### config.mk
export PLATFORM = sky130hd
export DESIGN_NAME = bus_decoder_flat
export DESIGN_NICKNAME = d
export VERILOG_FILES = /design/src/rtl/bus_decoder_if.sv /design/src/rtl/bus_decoder.sv /design/src/flat_wrapper.sv
export SDC_FILE = /design/constraint.sdc
export NUM_CORES = 1
export LEC_CHECK = 0
export BUFFER_PORTS_ARGS = -buffer_cell sky130_fd_sc_hd__buf_2
export CAP_MARGIN = 30
export CORE_MARGIN = 1.5
export CORE_UTILIZATION = 40
export CTS_BUF_LIST = sky130_fd_sc_hd__clkbuf_8
export DETAILED_ROUTE_END_ITERATION = 12
export GPL_ROUTABILITY_DRIVEN = 1
export SLEW_MARGIN = 20
export SYNTH_ARGS = -nofsm -noshare
export SYNTH_HDL_FRONTEND = slang
export SYNTH_SLANG_ARGS = --single-unit
### constraint.sdc
create_clock -name clk -period 4.3 [get_ports clk]
set_input_delay 0.43 -clock clk [delete_from_list [all_inputs] [get_ports clk]]
set_output_delay 0.43 -clock clk [all_outputs]
set_load 0.01 [all_outputs]
### src/rtl/bus_decoder_if.sv
// 68000-side bus bundle seen by the address decoder: CPU strobes and address in,
// device enables, bus error and overlay status out.
interface bus_decoder_if;
   logic        as_n;
   logic [22:0] addr;
   logic        rw;
   logic        dtack_in;
   logic        rom_en;
   logic        ram_en;
   logic        io_en;
   logic        berr;
   logic        overlay;

   modport master (
      output as_n, addr, rw, dtack_in,
      input  rom_en, ram_en, io_en, berr, overlay
   );

   modport slave (
      input  as_n, addr, rw, dtack_in,
      output rom_en, ram_en, io_en, berr, overlay
   );
endinterface

### src/rtl/bus_decoder.sv
// 68000 address decoder: synchronises AS, decodes A[23:20] into device enables,
// applies the boot ROM overlay and raises berr on write-to-ROM or unanswered cycles.

module bus_decoder_chk #(
   parameter int CNT_W   = 7,
   parameter int TIMEOUT = 64
) (
   input logic             clk,
   input logic             reset_n,
   input logic             i_rom_en,
   input logic             i_ram_en,
   input logic             i_io_en,
   input logic             i_berr,
   input logic [CNT_W-1:0] i_wd
);
   a_en_onehot : assert property (@(posedge clk) disable iff (!reset_n)
      $onehot0({i_rom_en, i_ram_en, i_io_en}));
   a_en_berr   : assert property (@(posedge clk) disable iff (!reset_n)
      !(i_berr && (i_rom_en || i_ram_en || i_io_en)));
   a_wd_range  : assert property (@(posedge clk) disable iff (!reset_n)
      i_wd <= CNT_W'(TIMEOUT - 1));
endmodule

module bus_decoder #(
   parameter int BOOT_CYCLES = 4,
   parameter int TIMEOUT     = 64,
   parameter int CNT_W       = 7
) (
   input logic          clk,
   input logic          reset_n,
   bus_decoder_if.slave bus
);
   localparam int                BOOT_W   = $clog2(BOOT_CYCLES + 1);
   localparam logic [BOOT_W-1:0] BOOT_MAX = BOOT_W'(BOOT_CYCLES);
   localparam logic [CNT_W-1:0]  WD_LAST  = CNT_W'(TIMEOUT - 1);

   localparam logic [1:0] ST_IDLE   = 2'd0;
   localparam logic [1:0] ST_DECODE = 2'd1;
   localparam logic [1:0] ST_ACTIVE = 2'd2;
   localparam logic [1:0] ST_FAULT  = 2'd3;

   localparam logic [1:0] RG_NONE = 2'd0;
   localparam logic [1:0] RG_RAM  = 2'd1;
   localparam logic [1:0] RG_IO   = 2'd2;
   localparam logic [1:0] RG_ROM  = 2'd3;

   // Region of A[23:20]; the overlay steals region 0 for the reset vector fetch
   function automatic logic [1:0] region_of(input logic [3:0] i_nib, input logic i_ovl);
      logic [1:0] v_rg;
      case (i_nib)
         4'h0:                                  v_rg = i_ovl ? RG_ROM : RG_RAM;
         4'h1, 4'h2, 4'h3, 4'h4, 4'h5, 4'h6, 4'h7: v_rg = RG_RAM;
         4'hE:                                  v_rg = RG_IO;
         4'hF:                                  v_rg = RG_ROM;
         default:                               v_rg = RG_NONE;
      endcase
      return v_rg;
   endfunction

   logic              r_as_meta;
   logic              r_as_s;
   logic [1:0]        r_state;
   logic [CNT_W-1:0]  r_wd;
   logic [BOOT_W-1:0] r_boot;
   logic              r_overlay;
   logic              r_rom_en;
   logic              r_ram_en;
   logic              r_io_en;
   logic              r_berr;

   logic [1:0]        w_region;
   logic [1:0]        w_state_nxt;
   logic [CNT_W-1:0]  w_wd_nxt;
   logic [BOOT_W-1:0] w_boot_nxt;
   logic              w_overlay_nxt;
   logic              w_rom_nxt;
   logic              w_ram_nxt;
   logic              w_io_nxt;
   logic              w_berr_nxt;
   logic              w_cycle_done;
   logic              w_unused_addr;

   // addr/rw are stable while AS is low, so they are used unsynchronised in DECODE
   assign w_region      = region_of(bus.addr[22:19], r_overlay);
   assign w_unused_addr = ^bus.addr[18:0];

   // Next-state, watchdog and registered-output decisions of the bus-cycle FSM
   always_comb begin
      w_state_nxt  = r_state;
      w_wd_nxt     = r_wd;
      w_rom_nxt    = r_rom_en;
      w_ram_nxt    = r_ram_en;
      w_io_nxt     = r_io_en;
      w_berr_nxt   = r_berr;
      w_cycle_done = 1'b0;
      case (r_state)
         ST_IDLE: begin
            if (r_as_s) begin
               w_state_nxt = ST_DECODE;
            end else begin
               w_state_nxt = ST_IDLE;
            end
         end
         ST_DECODE: begin
            if ((w_region == RG_ROM) && !bus.rw) begin
               w_state_nxt = ST_FAULT;
               w_berr_nxt  = 1'b1;
            end else begin
               w_state_nxt = ST_ACTIVE;
               w_wd_nxt    = {CNT_W{1'b0}};
               w_rom_nxt   = (w_region == RG_ROM);
               w_ram_nxt   = (w_region == RG_RAM);
               w_io_nxt    = (w_region == RG_IO);
            end
         end
         ST_ACTIVE: begin
            // Strobe release wins over dtack and timeout in the same cycle
            if (!r_as_s) begin
               w_state_nxt  = ST_IDLE;
               w_rom_nxt    = 1'b0;
               w_ram_nxt    = 1'b0;
               w_io_nxt     = 1'b0;
               w_cycle_done = 1'b1;
            end else if (bus.dtack_in) begin
               w_state_nxt = ST_ACTIVE;
            end else if (r_wd == WD_LAST) begin
               w_state_nxt = ST_FAULT;
               w_rom_nxt   = 1'b0;
               w_ram_nxt   = 1'b0;
               w_io_nxt    = 1'b0;
               w_berr_nxt  = 1'b1;
            end else begin
               w_wd_nxt = r_wd + CNT_W'(1);
            end
         end
         ST_FAULT: begin
            if (!r_as_s) begin
               w_state_nxt  = ST_IDLE;
               w_berr_nxt   = 1'b0;
               w_cycle_done = 1'b1;
            end else begin
               w_state_nxt = ST_FAULT;
               w_berr_nxt  = 1'b1;
               w_rom_nxt   = 1'b0;
               w_ram_nxt   = 1'b0;
               w_io_nxt    = 1'b0;
            end
         end
         default: begin
            w_state_nxt = ST_IDLE;
            w_wd_nxt    = {CNT_W{1'b0}};
            w_rom_nxt   = 1'b0;
            w_ram_nxt   = 1'b0;
            w_io_nxt    = 1'b0;
            w_berr_nxt  = 1'b0;
         end
      endcase
   end

   // Saturating count of completed bus cycles; overlay drops on the edge it saturates
   always_comb begin
      if (w_cycle_done && (r_boot != BOOT_MAX)) begin
         w_boot_nxt = r_boot + BOOT_W'(1);
      end else begin
         w_boot_nxt = r_boot;
      end
      w_overlay_nxt = r_overlay && (w_boot_nxt != BOOT_MAX);
   end

   // State, synchroniser and output registers
   always_ff @(posedge clk or negedge reset_n) begin
      if (!reset_n) begin
         r_as_meta <= 1'b0;
         r_as_s    <= 1'b0;
         r_state   <= ST_IDLE;
         r_wd      <= {CNT_W{1'b0}};
         r_boot    <= {BOOT_W{1'b0}};
         r_overlay <= 1'b1;
         r_rom_en  <= 1'b0;
         r_ram_en  <= 1'b0;
         r_io_en   <= 1'b0;
         r_berr    <= 1'b0;
      end else begin
         r_as_meta <= ~bus.as_n;
         r_as_s    <= r_as_meta;
         r_state   <= w_state_nxt;
         r_wd      <= w_wd_nxt;
         r_boot    <= w_boot_nxt;
         r_overlay <= w_overlay_nxt;
         r_rom_en  <= w_rom_nxt;
         r_ram_en  <= w_ram_nxt;
         r_io_en   <= w_io_nxt;
         r_berr    <= w_berr_nxt;
      end
   end

   assign bus.rom_en  = r_rom_en;
   assign bus.ram_en  = r_ram_en;
   assign bus.io_en   = r_io_en;
   assign bus.berr    = r_berr;
   assign bus.overlay = r_overlay;

   bus_decoder_chk #(
      .CNT_W   (CNT_W),
      .TIMEOUT (TIMEOUT)
   ) u_chk (
      .clk      (clk),
      .reset_n  (reset_n),
      .i_rom_en (r_rom_en),
      .i_ram_en (r_ram_en),
      .i_io_en  (r_io_en),
      .i_berr   (r_berr),
      .i_wd     (r_wd)
   );
endmodule

### src/flat_wrapper.sv
// flat-port wrapper written by rule: the top's interface ports become plain ports
module bus_decoder_flat 
#(
   parameter int BOOT_CYCLES = 4,
   parameter int TIMEOUT     = 64,
   parameter int CNT_W       = 7
)
  (clk, reset_n, bus_as_n, bus_addr, bus_rw, bus_dtack_in, bus_rom_en, bus_ram_en, bus_io_en, bus_berr, bus_overlay);
  bus_decoder_if bus_i ();
  input logic clk;
  input logic reset_n;
  input wire logic [$bits(bus_i.as_n)-1:0] bus_as_n;
  input wire logic [$bits(bus_i.addr)-1:0] bus_addr;
  input wire logic [$bits(bus_i.rw)-1:0] bus_rw;
  input wire logic [$bits(bus_i.dtack_in)-1:0] bus_dtack_in;
  output wire logic [$bits(bus_i.rom_en)-1:0] bus_rom_en;
  output wire logic [$bits(bus_i.ram_en)-1:0] bus_ram_en;
  output wire logic [$bits(bus_i.io_en)-1:0] bus_io_en;
  output wire logic [$bits(bus_i.berr)-1:0] bus_berr;
  output wire logic [$bits(bus_i.overlay)-1:0] bus_overlay;
  assign bus_i.as_n = bus_as_n;
  assign bus_i.addr = bus_addr;
  assign bus_i.rw = bus_rw;
  assign bus_i.dtack_in = bus_dtack_in;
  assign bus_rom_en = bus_i.rom_en;
  assign bus_ram_en = bus_i.ram_en;
  assign bus_io_en = bus_i.io_en;
  assign bus_berr = bus_i.berr;
  assign bus_overlay = bus_i.overlay;
  bus_decoder #(.BOOT_CYCLES(BOOT_CYCLES), .TIMEOUT(TIMEOUT), .CNT_W(CNT_W)) u_core (.clk(clk), .reset_n(reset_n), .bus(bus_i));
endmodule
==> results.py, run 1 <==
metrics = {
    "route": {
        "vias": 792,
        "viasPerCell": 5.54,
        "met2_length_um": 916,
        "wl_um": 1880,
        "dr.max_layer_used": "met4",
        "drt-pass1-iter-count": 4,
        "wire_per_inst_um": 13.1,
        "drt-initial-drc-count": 17,
        "antenna_left": 0,
        "wl_met3_um": 67,
        "met1Wirelength_um": 875,
        "drc": 0,
    },
    "power_and_ir_drop": {
        "p_seq_frac": 0.470,
        "p_leak_nw": 0.569,
        "vdd_drop_max_uv": 254,
        "p_total_uw": 603,
        "clock_power_share": 0.207,
        "p_sw_uw": 220,
        "swShare": 0.365,
        "comb_power_share": 0.322,
        "p_per_area_nw_per_um2": 503,
        "p_int_uw": 383,
    },
    "timing": {
        "maxSlewViolCount": 0,
        "hold_slack_ns": 0.0990,
        "post-route-period-util": 0.394,
        "grt_setup_unrepaired": "false",
        "fmax_mhz": 590,
        "setup_ws_ns": 2.60,
        "slew_headroom": 0.573,
        "final_hold_viol_count": 0,
        "period_needed_ns": 1.70,
        "fin_worst_skew_ns": 0.00273,
        "setup_violations": 0,
        "fin_tns_setup_ns": 0,
        "tightest_slew_ns": 0.640,
    },
    "cts": {
        "cts_sinks": 19,
        "clk_pin_slew_ns": 0.07,
        "clk_latency_ns": 0.25,
        "cts_repair_resize_count": 0,
        "cts_tree": "built",
        "cts_buffer_depth": 2,
        "cts_buffers": 3,
        "cts_htree_levels": 1,
        "root_buffer": "clkbuf_8",
        "hold_buffers": 0,
        "cts_post_setup_buffers_inserted": 0,
    },
    "grt": {
        "grt_use_total": 0.152,
        "grt_overflow": 0,
        "grt_pass1_wl_um": 3210,
        "grt_antenna_before_repair": 0,
        "grt_max_degree": 20,
        "first_global_vias": 754,
    },
    "floorplanning": {
        "boundaryPins": 33,
        "rows": 18,
        "dieHeight_um": 54.5,
        "core_area_um2": 2500,
        "dieArea_um2": 2970,
        "start_util": 0.424,
        "die_w_um": 54.5,
    },
    "finish": {
        "area_growth_pct": 13.1,
        "fin_util": 0.479,
        "drive_above_1_share": 0.257,
        "finalInstanceArea_um2": 1200,
        "diodes": 0,
        "nets": 145,
        "stdcell_count": 143,
        "nFillCells": 230,
    },
    "setup_path": {
        "path_delay_family": "compound AO/OA/AOI/OAI gates",
        "cpPeakStageDelay_ns": 0.53,
        "critPathMaxFanout": 14,
        "cp.required_ns": 4.43,
        "slowest_stage": "dfrtp_1",
        "cp-start-kind": "flop",
        "arrival_ns": 1.82,
        "crit_buf_inv": 0,
        "critPathCaptureType": "flop",
        "critical_path_class": "flop to flop",
        "worstPathCellList": "nand2b_1 > a221oi_2 > nand3b_1 > o21ai_0",
    },
    "logic_synthesis": {
        "ys_seq_area_frac": 0.450,
        "synth_top_area_share": 0.425,
        "yosysTopAreaCell": "dfrtp_1",
        "ys_warn_count": 0,
        "synthTopCellsByCount": "dfrtp_1, nand2_1, inv_1",
        "synth_edf_count": 0,
        "syn_area_um2": 1060,
        "async_flop_share": 1.00,
        "synth.area.top_cells": "dfrtp_1, ha_1, o31ai_1",
        "synth_most_common_cell": "dfrtp_1",
        "synth_seq_cells": 19,
        "syn_inst": 98,
        "ys.flop_type": "dfrtp_1",
        "synth.distinct_cells": 38,
        "syn-num-nets": 129,
        "syn_area_per_cell_um2": 10.8,
    },
    "placed_design": {
        "place_area_um2": 1150,
        "dp_worst_setup_slack_ns": 2.54,
        "globalplace.congestion": 0.674,
        "placed_cells": 139,
        "dp_hpwl_um": 1370,
        "io_buffers": 13,
    },
    "job": {
        "drv_cap": 0,
    },
    "min_path": {
        "worst_hold_path_type": "input pin to async pin",
    },
    "outcome": {
        "outcome": "completed",
    },
}
==> registers in the layout (all words and copies together), names as in the netlist <==
register            cells
u_core.r_as_s           1
u_core.r_boot           3
u_core.r_state          2
u_core.bus.io_en        1
u_core.bus.berr         1
u_core.bus.overlay      1
u_core.r_as_meta        1
u_core.r_wd             7
u_core.bus.ram_en       1
u_core.bus.rom_en       1
==> power groups by stage <==
stage          combinational (mW)  clock, mW  sequential (mW)
5_1_grt                     0.225      0.138            0.294
6_report                    0.195      0.125            0.284
4_1_cts                     0.199      0.129            0.284
3_5_place_dp                0.198          0            0.288
2_1_floorplan               0.161          0            0.266
3_3_place_gp                0.191          0            0.285
==> area by class of cell <==
cell class                      count  area [um2]  area share
Multi-Input combinational cell     71         551       0.459
Inverter                            6        22.5      0.0188
Clock buffer                        3        41.3      0.0344
Tap cell                           30        37.5      0.0313
Clock inverter                      1        5.00     0.00418
Timing Repair Buffer               13        65.1      0.0543
Sequential cell                    19         477       0.398
==> logic make-up after synthesis <==
family / count (synthesis) / synth area share
XOR/XNOR: 4 / 0.0331
AO/OA/AOI/OAI: 25 / 0.203
adder cells (fa/ha/maj): 3 / 0.0354
flip-flops: 19 / 0.450
AND/OR/NAND/NOR: 37 / 0.228
buffers and inverters: 8 / 0.0307
multiplexers: 2 / 0.0201
==> worst paths after layout <==
path / depth (start not counted) / slack [ns] / endpoint / startpoint
worst max-delay path: 4 / 2.60 / u_core.r_wd[0] / u_core.r_state[1]
worst min-delay path: 1 / 0.1 / u_core.bus.io_en / reset_n
worst max register to register: 4 / 2.60 / u_core.r_wd[0] / u_core.r_state[1]
worst min register to register: 0 / 0.36 / u_core.r_as_s / u_core.r_as_meta
max in group asynchronous: 1 / 3.87 / u_core.bus.overlay / reset_n
min in group clk: 2 / 0.30 / u_core.r_as_meta / bus_as_n
==> layout by cell type (no fill, tap or decap), types with 2 or more instances in the layout <==
cell type and n:
a21oi_1 4, dfrtp_1 18, nand3b_1 3, clkbuf_8 3, a22o_1 2, nor2_1 5, o21ai_0 3, o211ai_1 2
nand2_1 7, nor3_1 4, xor2_1 3, and3_1 2, nor2b_1 2, ha_1 3, nor3b_1 2, inv_1 6
a21o_2 2, nand3_1 3, nand2b_1 3, o31ai_1 4, buf_2 13
==> worst register-to-register path, cell delays in order, from the launching register on <==
cell	delay, ns
dfrtp_1	0.53
nand2b_1	0.25
a221oi_2	0.52
nand3b_1	0.19
o21ai_0	0.08
==> metal layers <==
metal	vias to the layer above	global-route usage
met3	4	0.0355
met5	-	0
met1	380	0.194
met4	0	0.0500
met2	13	0.251
li1	395	-
Power figures use the tool's default switching activity.
==> inputs of run 2 (changes only) <==
==> constraint.sdc (replaced) <==
create_clock -name clk -period 1.58 [get_ports clk]
set_input_delay 0.158 -clock clk [delete_from_list [all_inputs] [get_ports clk]]
set_output_delay 0.158 -clock clk [all_outputs]
set_load 0.01 [all_outputs]
==> run 2 against run 1 <==
Setup slack got worse by 2.5 ns. Combinational power grew to 3.7 times the previous value. Cell count up 9.1%. Die area stayed put. Clock power increased to 2.7 times the previous value. Wire length grew 11%. Global-route usage grew 1.8 points. Power grew to 3.0 times the previous value. Worst hold slack got worse by 0.065 ns. Sequential power increased to 2.5 times the previous value. Sequential share of layout area is 3.6 points lower.
==> results.py, run 2 (same netlist as run 1, synthesis figures left out) <==
metrics = {
    "outcome": {
        "outcome": "completed",
    },
    "setup_path": {
        "critPathCaptureType": "flop",
        "cp-start-kind": "flop",
        "rr_worst_depth": 4,
        "critical_path_class": "flop to flop",
        "worstPathCellList": "nand4_4 > o311ai_4 > o31ai_4 > a211o_1",
        "slowest_stage": "dfrtp_1",
        "cpPeakStageDelay_ns": 0.45,
        "arrival_ns": 1.66,
        "critPathMaxFanout": 8,
        "cp.required_ns": 1.73,
    },
    "cts": {
        "clk_pin_slew_ns": 0.07,
        "cts_tree": "built",
        "root_buffer": "clkbuf_8",
        "cts_sinks": 19,
        "cts_buffers": 3,
        "cts_buffer_depth": 2,
        "cts_htree_levels": 1,
        "clk_latency_ns": 0.25,
    },
    "timing": {
        "tightest_slew_ns": 0.421,
        "post-route-period-util": 0.958,
        "setup_ws_ns": 0.0656,
        "setup_violations": 0,
        "fmax_mhz": 660,
        "maxSlewViolCount": 0,
        "final_hold_viol_count": 0,
        "period_needed_ns": 1.51,
        "slew_headroom": 0.719,
        "grt_setup_unrepaired": "true",
        "fin_worst_skew_ns": 0.00154,
        "fin_tns_setup_ns": 0,
    },
    "finish": {
        "largest_reg_flops": 7,
        "nFillCells": 224,
        "area_growth_pct": 24.3,
        "drive_above_1_share": 0.349,
        "nets": 158,
        "diodes": 0,
        "layout_common_cells": "dfrtp_1, buf_2, buf_4, nand2_1, inv_1",
        "top_regs": "u_core.r_wd x7, u_core.r_boot x3, u_core.r_state x2",
        "final_common_cell": "dfrtp_1",
        "regMostFlops": "u_core.r_wd",
    },
    "grt": {
        "grt_use_total": 0.169,
        "first_global_vias": 798,
        "grt_overflow": 0,
        "grt_max_degree": 20,
        "grt_pass1_wl_um": 3550,
        "grt_antenna_before_repair": 0,
    },
    "route": {
        "drc": 0,
        "drt-pass1-iter-count": 4,
        "antenna_left": 0,
        "drt-initial-drc-count": 12,
        "viasPerCell": 5.31,
        "vias": 829,
        "wl_um": 2080,
        "wire_per_inst_um": 13.4,
    },
    "floorplanning": {
        "core_area_um2": 2500,
        "start_util": 0.424,
        "die_w_um": 54.5,
        "dieHeight_um": 54.5,
        "boundaryPins": 33,
        "rows": 18,
        "dieArea_um2": 2970,
    },
    "min_path": {
        "whs_path_depth": 2,
        "worst_hold_path_type": "input pin to flop",
    },
    "placed_design": {
        "io_buffers": 13,
        "dp_worst_setup_slack_ns": 0.0606,
        "globalplace.congestion": 0.743,
        "dp_hpwl_um": 1580,
    },
    "power_and_ir_drop": {
        "p_per_area_nw_per_um2": 1360,
        "vdd_drop_max_uv": 864,
        "p_leak_nw": 0.633,
    },
    "job": {
        "drv_cap": 0,
    },
}
-- run 2: power breakdown --
part | total (mW) | internal [mW] | switching [mW]
sequential | 0.718 | 0.616 | 0.103
clock | 0.337 | 0.175 | 0.162
combinational | 0.731 | 0.356 | 0.375
total | 1.79 | 1.15 | 0.639
-- run 2: what timing repair did --
item / CTS / global route
endpoints found under the hold margin: 18 / 0
endpoints found under the setup margin: 0 / 7
gates resized for setup: 0 / 4
hold buffers: 1 / 0
setup buffers: 0 / 2
-- run 2: layer usage --
metal  vias up  track usage  part of all wire
met5         -            0                 0
met4         0       0.0833             0.019
met3         5       0.0410             0.036
met2        14        0.273              0.47
met1       392        0.210              0.48
li1        418            -                 -
-- run 2: metrics by stage --
stage | power, mW | cell area (um2) | hold WS (ns) | std cells | util
floorplan | 1.16 | 1060 | -0.138 | 98 | -
detailed placement | 1.41 | 1230 | 0.123 | 149 | 0.491
global route | 1.95 | 1320 | 0.0197 | 156 | 0.527
CTS | 1.75 | 1280 | 0.0252 | 154 | 0.514
finish | 1.79 | 1320 | 0.0342 | 156 | 0.527
global placement | 1.38 | 1230 | 0.118 | 149 | 0.491
-- run 2: area by class of cell --
cell class	count	area [um2]	area share
flip-flops and latches	19	477	0.362
repair buffers	26	165	0.125
inverters	6	22.5	0.0171
multi-input cells	71	569	0.432
clock inverters	1	5.00	0.00380
well taps	30	37.5	0.0285
clock buffers	3	41.3	0.0313
-- run 2: final timing paths --
kind | from | to | slack, ns
worst min register to register | u_core.r_as_meta | u_core.r_as_s | 0.35
max in group asynchronous | reset_n | u_core.bus.overlay | 0.88
worst max-delay path | u_core.r_wd[4] | u_core.bus.rom_en | 0.07
worst min-delay path | bus_as_n | u_core.r_as_meta | 0.03
worst max register to register | u_core.r_wd[4] | u_core.bus.rom_en | 0.07
min in group asynchronous | reset_n | u_core.bus.io_en | 0.37
-- run 2: worst max-delay path, delay by kind of cell (launching register included) --
kind / cells / cell delay, ns
AOI/OAI and AO/OA: 3 / 0.77
DFF: 1 / 0.45
and+or+nand+nor: 1 / 0.20
==> inputs of run 3 (changes only) <==
--- a/config.mk
+++ b/config.mk
@@ -5,6 +5,7 @@
 export SDC_FILE = /design/constraint.sdc
 export NUM_CORES = 1
 export LEC_CHECK = 0
+export ABC_AREA = 1
 export BUFFER_PORTS_ARGS = -buffer_cell sky130_fd_sc_hd__buf_2
 export CAP_MARGIN = 30
 export CORE_MARGIN = 1.5
==> run 3 against run 2 <==
Synthesized cell count rose by 30%. Synthesized area grew 0.83%. Worst hold slack gained 0.0032 ns. Cell area fell by 4.5%. Clock power is 3% lower. Clock skew up 0.0037 ns. Sequential power fell by 0.8%. Cell count grew 13%. Via count grew 7.7%. Critical path depth increased by 4. Setup slack improved by 0.016 ns. Largest cell class unchanged.
==> results.py, run 3 <==
metrics = {
    "logic_synthesis": {
        "synth.distinct_cells": 26,
        "yosysTopAreaCell": "dfrtp_1",
        "synth_edf_count": 0,
        "synth_mux_area_frac": 0,
        "synth.area.top_cells": "dfrtp_1, nand2_1, nand3_1",
        "synthTopCellsByCount": "nand2_1, nand3_1, dfrtp_1",
        "ys_seq_area_frac": 0.446,
        "synth_top_family_by_area": "simple AND/OR/NAND/NOR gates",
        "synth_seq_cells": 19,
        "async_flop_share": 1.00,
        "yosys.area_share.simple": 0.351,
        "syn_inst": 127,
        "synth_most_common_cell": "nand2_1",
        "synth_compound_gate_area_share": 0.0574,
        "synth_top_area_share": 0.422,
        "syn_area_um2": 1070,
        "syn-num-nets": 158,
        "ys.flop_type": "dfrtp_1",
        "ys_warn_count": 0,
        "synthAdderAreaFrac": 0.0351,
        "syn_area_per_cell_um2": 8.41,
        "synth_xor_xnor_area_share": 0.0492,
    },
    "power_and_ir_drop": {
        "p_int_mw": 1.01,
        "comb_power_share": 0.379,
        "p_per_area_nw_per_um2": 1330,
        "p_total_mw": 1.67,
        "vdd_drop_max_uv": 747,
        "p_leak_nw": 0.656,
        "swShare": 0.396,
        "p_seq_frac": 0.426,
        "clock_power_share": 0.196,
        "p_sw_uw": 662,
    },
    "route": {
        "drc": 0,
        "met2_length_um": 1050,
        "antenna_left": 0,
        "dr.max_layer_used": "met4",
        "wl_um": 2070,
        "wire_per_inst_um": 11.7,
        "drt-pass1-iter-count": 4,
        "drt-initial-drc-count": 15,
        "met1Wirelength_um": 909,
        "viasPerCell": 5.05,
        "vias": 893,
        "wl_met3_um": 87,
    },
    "setup_path": {
        "worstSetupStartpoint": "u_core.r_wd[0]",
        "critPathMaxFanout": 8,
        "cp.required_ns": 1.78,
        "cp_common_cell": "nand3_4",
        "worstPathCellList": "ha_4 > nand3_4 > inv_4 > nand3_4 > o21bai_4 > buf_4 > nand3_1 > nand2_1",
        "r2r-start": "u_core.r_wd[0]",
        "rr_worst_depth": 8,
        "endpoint": "u_core.r_wd[4]",
        "critPathCaptureType": "flop",
        "cp-start-kind": "flop",
        "cpPeakStageDelay_ns": 0.43,
        "r2r_end": "u_core.r_wd[4]",
        "r2r_setup_slack_ns": 0.08,
        "slowest_stage": "dfrtp_1",
        "arrival_ns": 1.70,
        "critical_path_class": "flop to flop",
    },
    "cts": {
        "cts_tree": "built",
        "clk_latency_ns": 0.26,
        "cts_htree_levels": 1,
        "root_buffer": "clkbuf_8",
        "cts_sinks": 19,
        "clk_pin_slew_ns": 0.07,
        "cts_buffers": 3,
        "cts_buffer_depth": 2,
    },
    "timing": {
        "final_hold_viol_count": 0,
        "period_needed_ns": 1.50,
        "slew_headroom": 0.708,
        "fin_tns_setup_ns": 0,
        "fmax_mhz": 667,
        "setup_violations": 0,
        "maxSlewViolCount": 0,
        "post-route-period-util": 0.948,
        "fin_worst_skew_ns": 0.00528,
        "tightest_slew_ns": 0.438,
    },
    "job": {
        "drv_cap": 0,
    },
    "finish": {
        "layout_common_cells": "nand2_1, nand3_1, dfrtp_1, nor2_1, buf_2",
        "regMostFlops": "u_core.r_wd",
        "nets": 179,
        "finalInstanceArea_um2": 1260,
        "area_growth_pct": 17.8,
        "top_regs": "u_core.r_wd x7, u_core.r_boot x3, u_core.r_state x2",
        "drive_above_1_share": 0.224,
        "largest_reg_flops": 7,
        "final_common_cell": "nand2_1",
        "diodes": 0,
    },
    "floorplanning": {
        "rows": 18,
        "core_area_um2": 2500,
        "boundaryPins": 33,
        "dieHeight_um": 54.7,
        "dieArea_um2": 2990,
        "die_w_um": 54.7,
        "start_util": 0.427,
    },
    "grt": {
        "grt_use_total": 0.163,
        "grt_pass1_wl_um": 3420,
        "grt_max_degree": 20,
        "grt_overflow": 0,
        "first_global_vias": 852,
        "grt_antenna_before_repair": 0,
    },
    "placed_design": {
        "io_buffers": 13,
        "globalplace.congestion": 0.803,
        "place_area_um2": 1160,
        "dp_hpwl_um": 1490,
    },
    "min_path": {
        "whs_path_depth": 2,
        "worst_hold_path_type": "input pin to flop",
    },
    "outcome": {
        "outcome": "completed",
    },
}
## run 3: cell types whose count changed after synthesis, sizes merged, moves of 5 or more
cell,before,now
inv,6,13
nand3,3,21
nand4,1,6
o31ai,5,0
nor2,5,15
nand2,7,33
## run 3: how the worst min path moves through the flow
stage | start | endpoint | slack, ns
2_1_floorplan | reset_n | u_core.bus.berr | -0.14
3_3_place_gp | reset_n | u_core.r_boot[2] | 0.12
3_5_place_dp | reset_n | u_core.r_boot[2] | 0.13
4_1_cts | bus_as_n | u_core.r_as_meta | 0.03
5_1_grt | bus_as_n | u_core.r_as_meta | 0.03
6_report | bus_as_n | u_core.r_as_meta | 0.04
## run 3: cell type report
class                   instances  area [um2]
multi-input cells              93         547
repair buffers                 17        97.6
well taps                      30        37.5
inverters                      14        55.1
fillers                       244        1240
clock buffers                   3        41.3
flip-flops and latches         19         477
clock inverters                 1        3.75
## run 3: cell families (layout without fill, tap and decap cells)
family,after synthesis,in the layout
AND/OR/NAND/NOR,76,76
flip-flops,19,19
buffers and inverters,15,35
AO/OA/AOI/OAI,8,8
XOR/XNOR,6,6
adder cells (fa/ha/maj),3,3
## run 3: worst max-delay path, delay by kind of cell, from the launching register on
| kind | cells | cell delay, ns |
|---|---|---|
| flops | 1 | 0.43 |
| simple gates | 4 | 0.30 |
| compound gates | 1 | 0.28 |
| buf+inv | 2 | 0.24 |
| fa+ha+maj | 1 | 0.18 |
## run 3: repair_timing
action / CTS / global route
gates resized for setup: 0 / 4
hold buffers: 1 / 0
buffers inserted: 0 / 3
endpoints found under the setup margin: 0 / 6
hold endpoints to repair: 18 / 0
## run 3: power by group through the flow
stage / logic (mW) / clock network, mW / registers [mW]
floorplan: 0.503 / 0 / 0.684
global placement: 0.591 / 0 / 0.708
detailed placement: 0.613 / 0 / 0.711
CTS: 0.618 / 0.347 / 0.703
global route: 0.728 / 0.367 / 0.730
finish: 0.633 / 0.327 / 0.712
## run 3: routing by layer
metal,vias up,track usage
met3,4,0.0519
met5,-,0
met2,16,0.290
li1,454,-
met1,419,0.177
met4,0,0.0625
## run 3: through the flow
stage,util,cells,setup slack [ns],hold WS [ns]
finish,0.504,177,0.0816,0.0374
CTS,0.486,174,0.0932,0.0275
floorplan,-,127,0.269,-0.138
global route,0.504,177,-0.0123,0.0339
global placement,0.464,169,0.119,0.124
detailed placement,0.464,169,0.104,0.132
